<file path="src/rtl/mem_rep_out_serializer.sv">
// Reply-path parallel-to-serial stage: captures one head/addr/data message and emits it as
// 16-bit flits after an arbiter grant. Optional sticky proto_err output under REP_SER_PROTO_ERR_EN.
module mem_rep_out_serializer #(
  parameter int unsigned FlitW      = 16,
  parameter int unsigned MaxFlitIdx = 10,
  parameter logic [3:0]  DefFlitMax = 4'd10
) (
  input  logic             clk,
  input  logic             rst,
  input  logic             en_flit_max_rep,
  input  logic [3:0]       flit_max_rep,
  input  logic             v_rep_out,
  input  logic [FlitW-1:0] head_out_rep_out,
  input  logic [31:0]      addr_out_rep_out,
  input  logic [127:0]     data_out_rep_out,
  output logic [1:0]       m_rep_fsm_state,
  output logic             rep_req,
  input  logic             rep_grant,
  output logic [FlitW-1:0] flit_out,
  output logic             v_flit_out,
  output logic [1:0]       flit_ctrl,
  input  logic             flit_ready
`ifdef REP_SER_PROTO_ERR_EN
  ,
  output logic             proto_err
`endif
);

  typedef enum logic [1:0] {
    StIdle = 2'b00,
    StHold = 2'b01,
    StSend = 2'b10,
    StBad  = 2'b11
  } state_e;

  localparam logic [3:0] MaxIdx = 4'(MaxFlitIdx);

  state_e             state_q, state_d;
  logic [3:0]         cnt_q, cnt_d;
  logic [3:0]         fmax_q, fmax_d;
  logic [3:0]         fmax_clamp;
  logic               load_msg;
  logic [FlitW-1:0]   head_q;
  logic [31:0]        addr_q;
  logic [127:0]       data_q;

  // Entry MaxIdx holds the head, entry 0 holds data[15:0]; flit index k maps to entry MaxIdx-k.
  logic [MaxFlitIdx:0][FlitW-1:0] flits;
  assign flits = {head_q, addr_q, data_q};

  assign fmax_clamp      = (flit_max_rep > MaxIdx) ? MaxIdx : flit_max_rep;
  assign m_rep_fsm_state = state_q;

  always_comb begin
    state_d    = state_q;
    cnt_d      = cnt_q;
    fmax_d     = fmax_q;
    load_msg   = 1'b0;
    rep_req    = 1'b0;
    v_flit_out = 1'b0;
    flit_out   = '0;
    flit_ctrl  = 2'b00;
    case (state_q)
      StIdle: begin
        if (en_flit_max_rep) fmax_d = fmax_clamp;
        if (v_rep_out) begin
          load_msg = 1'b1;
          state_d  = StHold;
        end
      end
      StHold: begin
        rep_req = 1'b1;
        if (rep_grant) state_d = StSend;
      end
      StSend: begin
        v_flit_out = 1'b1;
        flit_out   = flits[MaxIdx - cnt_q];
        flit_ctrl  = {cnt_q == 4'd0, cnt_q == fmax_q};
        if (flit_ready) begin
          if (cnt_q == fmax_q) begin
            state_d = StIdle;
            cnt_d   = 4'd0;
            fmax_d  = DefFlitMax;
          end else begin
            cnt_d = cnt_q + 4'd1;
          end
        end
      end
      default: begin
        state_d = StIdle;
        cnt_d   = 4'd0;
        fmax_d  = DefFlitMax;
      end
    endcase
  end

  always_ff @(posedge clk or negedge rst) begin
    if (!rst) begin
      state_q <= StIdle;
      cnt_q   <= 4'd0;
      fmax_q  <= DefFlitMax;
    end else begin
      state_q <= state_d;
      cnt_q   <= cnt_d;
      fmax_q  <= fmax_d;
    end
  end

  always_ff @(posedge clk or negedge rst) begin
    if (!rst) begin
      head_q <= '0;
      addr_q <= '0;
      data_q <= '0;
    end else if (load_msg) begin
      head_q <= head_out_rep_out;
      addr_q <= addr_out_rep_out;
      data_q <= data_out_rep_out;
    end
  end

`ifdef REP_SER_PROTO_ERR_EN
  logic proto_err_q;

  always_ff @(posedge clk or negedge rst) begin
    if (!rst) begin
      proto_err_q <= 1'b0;
    end else if ((v_rep_out && (state_q != StIdle)) ||
                 (en_flit_max_rep && (flit_max_rep > MaxIdx))) begin
      proto_err_q <= 1'b1;
    end
  end

  assign proto_err = proto_err_q;
`endif

endmodule
</file>
<file path="config.mk">
export PLATFORM = sky130hd
export DESIGN_NAME = mem_rep_out_serializer
export DESIGN_NICKNAME = d
export VERILOG_FILES = /design/src/rtl/mem_rep_out_serializer.sv
export SDC_FILE = /design/constraint.sdc
export NUM_CORES = 1
export LEC_CHECK = 0
export CAP_MARGIN = 20
export CORE_ASPECT_RATIO = 0.8
export CORE_MARGIN = 3
export CORE_UTILIZATION = 54
export CTS_CLUSTER_SIZE = 30
export DETAILED_ROUTE_END_ITERATION = 6
export PLACE_DENSITY = 0.94
export RECOVER_POWER = 25
export SYNTH_ARGS = -nofsm -noshare
export SYNTH_HDL_FRONTEND = slang
export SYNTH_SLANG_ARGS = --single-unit
</file>
<file path="constraint.sdc">
create_clock -name clk -period 8.68 [get_ports clk]
set_input_delay 2.17 -clock clk [delete_from_list [all_inputs] [get_ports clk]]
set_output_delay 2.17 -clock clk [all_outputs]
set_load 0.03 [all_outputs]
</file>
Word-level counts from Yosys, hierarchy flattened
Index checks and enable logic that the tools add are counted. Widths: inputs -> output; s select.

$add $sub $neg: 2. Multipliers: 0. Div/mod/pow operators: 0. $lt $le $gt $ge: 2. Equal/unequal tests: 8. Shifts and indexed selects: 0. Mux-type cells: 21. Bitwise gates (word level): 2. Reduce and logical (&&, ||, !) cells: 6.

Operators with widths (number): $bmux 16 s4 (1); $mux 16 (2); $mux 4 (6); $pmux 4 s3 (1); $mux 2 (5); $ne 2x2->1 const B (5); $pmux 4 s2 (1); $reduce_and 4->1 (2); $pmux 2 s3 (1); $lt 4x5->1 const B (1); $add 4x1->4 const B (1); $eq 4x4->1 (1); $gt 4x4->1 const B (1); $logic_not 4->1 (1); $mux 1 (4); $sub 4x4->4 const A (1); $eq 2x1->1 const B (1); $eq 2x2->1 const B (1); $logic_not 2->1 (1); $not 1->1 (2); $reduce_and 2->1 (1); $reduce_or 2->1 (1).

Register bits: 186. Bits in latches: 0. Memory bits (writable): 0. Bits in read-only memories: 0. Input port bits: 186. Output and inout bits: 22. Word-level logic and storage cells: 47. Memories: 0.

Longest topological paths before layout
Depth after elaboration: 4. Mapped depth: 11. Gate-level depth less buffers: 6.

Least setup slack after synthesis
No wires, ideal clock.

Kind: reg-to-output. Start: register cnt_q[0]. End: output flit_out[10]. Data arrival time: 2783 ps. Data required time: 6510 ps. Slack: 3727 ps. Cell stages (with the launch flop): 12. Path buffers: 6. Path through: dfrtp_1 -> buf_6 -> buf_4 -> buf_1 -> inv_1 -> ha_1 -> clkbuf_1 -> and2_1 -> clkbuf_1 -> clkbuf_1 -> a21oi_1 -> o221ai_1.

Longest elaborated chain between the ends: 4.

Ends and longest elaborated chain: from (decl) (RTL line 39) `logic [3:0] cnt_q, cnt_d;`; from (signal assigned) (RTL line 104) `cnt_q <= cnt_d;`; $sub 4x4->4 (RTL line 77) `flit_out = flits[MaxIdx - cnt_q];`; $bmux 16 s4 (RTL line 77); $mux 16 (not written as such) (RTL line 77); $mux 16 (RTL line 63) `case (state_q)`; to (decl) (RTL line 19) `output logic [FlitW-1:0] flit_out,`.

No other way between the ends. The select of a mux whose other input is x is not followed.

Worst setup path after layout
Start: register cnt_q[0]. End: output flit_out[4].

Same word-level chain as after synthesis.

==> impl_metrics.csv <==
group,metric,value,unit
synthesis,synth_most_common_cell,"dfrtp_1",
synthesis,synth_xor_area_share,0.403,%
grt,grt_pass1_vias,6476,
timing,fmax,0.147,GHz
floorplan,rows,40,
synthesis,ys_seq_elements,186,
worst_setup_path,cp-end-kind,"primary output",
synthesis,synth_edf_count,0,
synthesis,synth_top_area_share,53.0,%
synthesis,synth_cell_types,46,
layout,antenna_cells,0,
worst_setup_path,crit_family,"buffers and inverters",
layout,area_delta_synth_final,33.2,%
grt,grt_usage,26.6,%
worst_setup_path,crit_path_start,"cnt_q[0]$_DFFE_PN0P_",
synthesis,synth_fp_nets,793,
synthesis,synth_common_cells,"184 x dfrtp_1, 176 x mux2_2, 32 x mux4_2",
floorplan,start_util,56.5,%
power,vdd_drop_max,0.197,mV
place,port_buffers,207,
timing,setup_viol,0,
worst_setup_path,crit_required,6.51,ns
clocking,numCtsBuffers,17,
grt,grtUsageMet2,41.2,%
timing,rsz0062_at_grt,"no",
floorplan,die_y,119,um
routing,first_pass_iters,6,
worst_setup_path,critPathBufInv,3,
clocking,cts_tree,"yes",
clocking,clockRootBuffer,"clkbuf_16",
clocking,htreeDepth,4,
status,status,"completed",
worst_setup_path,crit_end,"flit_out[4]",
synthesis,yosysTopAreaCell,"dfrtp_1",
worst_setup_path,r2r_setup_slack,6.24,ns
place,dp_hpwl,16400,um
routing,first_iter_violations,424,
synthesis,netlist_area,0.00869,mm2
worst_setup_path,slowest_stage,"dfrtp_4",
clocking,clock_latency,0.44,ns
clocking,cts_sinks,186,
worst_setup_path,critical_path_class,"reg2out",
place,gp_congestion,0.999,
floorplan,die-area,0.0177,mm2
worst_setup_path,path_cells,"inv_1, ha_2, buf_4, and2_1, a21oi_1, o221ai_1, clkdlybuf4s50_1",
worst_setup_path,critPathMaxFanout,58,
synthesis,synth.avg_cell_area,14.4,um2
clocking,clk_path_buf_depth,2,
worst_setup_path,arrival,4.64,ns
worst_setup_path,slowest_delay,1.03,ns
synthesis,yosys.area_share.simple,2.88,%
timing,fin_crit_sh,78.5,%
routing,drcViolationCount,0,
worst_setup_path,reg2reg_from,"cnt_q[0]$_DFFE_PN0P_",
timing,fin_skew,0.00919,ns
min_path,holdCritPathClass,"reg2reg",
synthesis,synth_compound_area_share,6.22,%
floorplan,core-area,0.0154,mm2
clocking,cts_hold_buf,0,
routing,num_vias,5940,
worst_setup_path,path_depth,7,
routing,wl,22800,um
grt,antenna_found_initial,0,
grt,use_met3,8.25,%
routing,viasPerCell,5.85,
synthesis,synth_flop_cell,"dfrtp_1",
synthesis,synth_top_family_by_area,"multiplexers",
synthesis,synth_cells,605,
floorplan,die_w,148,um
clocking,cts.clk_slew.worst_paths,0.07,ns
power,p_leak,4.68,nW
grt,grt_use_met1,35.0,%
synthesis,synth_warnings,0,
clocking,cts_resized,0,
worst_setup_path,startpoint_type,"flip-flop",
layout,fillers,939,
grt,grt_max_degree,178,
synthesis,synthTopCellsByArea,"dfrtp_1 53%, mux2_2 23%, mux4_2 8.3%",
grt,grt_first_pass_wirelength,35800,um
synthesis,synthAdderAreaFrac,0.288,%
power,powerDensity,382,mW/mm2
timing,slew_headroom,13.3,%
grt,busiest_layer,"met2",
timing,tns,0,ns
worst_setup_path,rr_worst_depth,4,
layout,final_util,75.3,%
worst_setup_path,reg2reg_to,"fmax_q[3]$_DFFE_PN1P_",
flow_run,maxCapViolCount,0,
layout,final_nets,980,
synthesis,seq_area_frac_synth,53.6,%
timing,finalHoldViolations,0,
synthesis,yosys-mux-area-fraction,33.0,%
layout,drive_gt1_share,31.4,%
clocking,cts_setup_buffers,0,
grt,grt_remaining_overflow,0,
routing,wl_per_cell,22.5,um
floorplan,io_pins,208,
timing,period_minus_slack,6.81,ns
routing,ant_nets,0,
timing,tightest_slew,1.30,ns
synthesis,synthArstFlopShare,100,%
timing,maxSlewViolCount,0,
-- cells by family after synthesis --
family | after synthesis
mux | 224
flops | 186
compound gates | 75
buf+inv | 69
simple gates | 45
xor+xnor | 4
fa+ha+maj | 2
-- area by class of cell --
class                           count  area, um2  share of cell area (%)
Multi-Input combinational cell    350       3720                    32.2
Tap cell                          210        263                    2.27
Clock buffer                       22        474                    4.10
Inverter                           24       90.1                   0.779
Timing Repair Buffer              213       2150                    18.6
Clock inverter                     10        211                    1.83
Sequential cell                   186       4660                    40.3
-- flip-flops by register name, summed over array words and instances (netlist names) --
signal / cells
fmax_q: 4
addr_q: 32
cnt_q: 4
m_rep_fsm_state: 2
data_q: 128
head_q: 16
-- per-layer routing --
metal	share of wire [%]	up-vias
met5	0	-
met3	8.5	45
met2	47	281
met1	41	2991
li1	-	2623
met4	3.8	0
-- how the worst min path moves through the flow --
stage                                 from                     end  slack [ns]  cells past startpoint
floorplan            fmax_q[1]$_DFFE_PN1P_   fmax_q[1]$_DFFE_PN1P_        0.46                      2
global placement     fmax_q[1]$_DFFE_PN1P_   fmax_q[1]$_DFFE_PN1P_        0.47                      2
detailed placement   fmax_q[1]$_DFFE_PN1P_   fmax_q[1]$_DFFE_PN1P_        0.49                      2
CTS                  fmax_q[1]$_DFFE_PN1P_   fmax_q[1]$_DFFE_PN1P_        0.50                      2
global route        data_q[84]$_DFFE_PN0P_  data_q[84]$_DFFE_PN0P_        0.51                      1
finish               fmax_q[1]$_DFFE_PN1P_   fmax_q[1]$_DFFE_PN1P_        0.50                      2
-- per-stage QoR --
| stage | instances | instance area [um2] | power [mW] | setup slack (ns) | hold WS, ns |
|---|---|---|---|---|---|
| 2_1_floorplan | 605 | 8690 | 2.92 | 3.73 | 0.456 |
| 5_1_grt | 1015 | 11600 | 4.64 | 1.59 | 0.514 |
| 3_5_place_dp | 981 | 10900 | 3.50 | 2.27 | 0.492 |
| 4_1_cts | 1013 | 11500 | 4.42 | 1.79 | 0.501 |
| 6_report | 1015 | 11600 | 4.41 | 1.87 | 0.500 |
| 3_3_place_gp | 981 | 10900 | 3.40 | 2.42 | 0.468 |
-- cell usage in the layout, fill, tap and decap left out, types with 16 or more instances in the layout --
| cell type | n |
|---|---|
| o211ai_1 | 16 |
| clkdlybuf4s50_1 | 206 |
| nor2_1 | 19 |
| clkbuf_16 | 17 |
| o221ai_1 | 16 |
| mux4_2 | 32 |
| dfrtp_1 | 183 |
| inv_1 | 24 |
| a21oi_1 | 22 |
| mux2_2 | 176 |
| mux2i_1 | 16 |
-- power by group --
group | switching (mW) | internal, mW
sequential | 0.341 | 1.32
clock | 0.330 | 0.565
combinational | 0.850 | 1.01
total | 1.52 | 2.89
-- tightest hold or removal path: stages (launching register included) --
cell     delay [ns]
dfstp_2        0.38
inv_1          0.06
a21oi_1        0.06
Power figures use the tool's default switching activity.
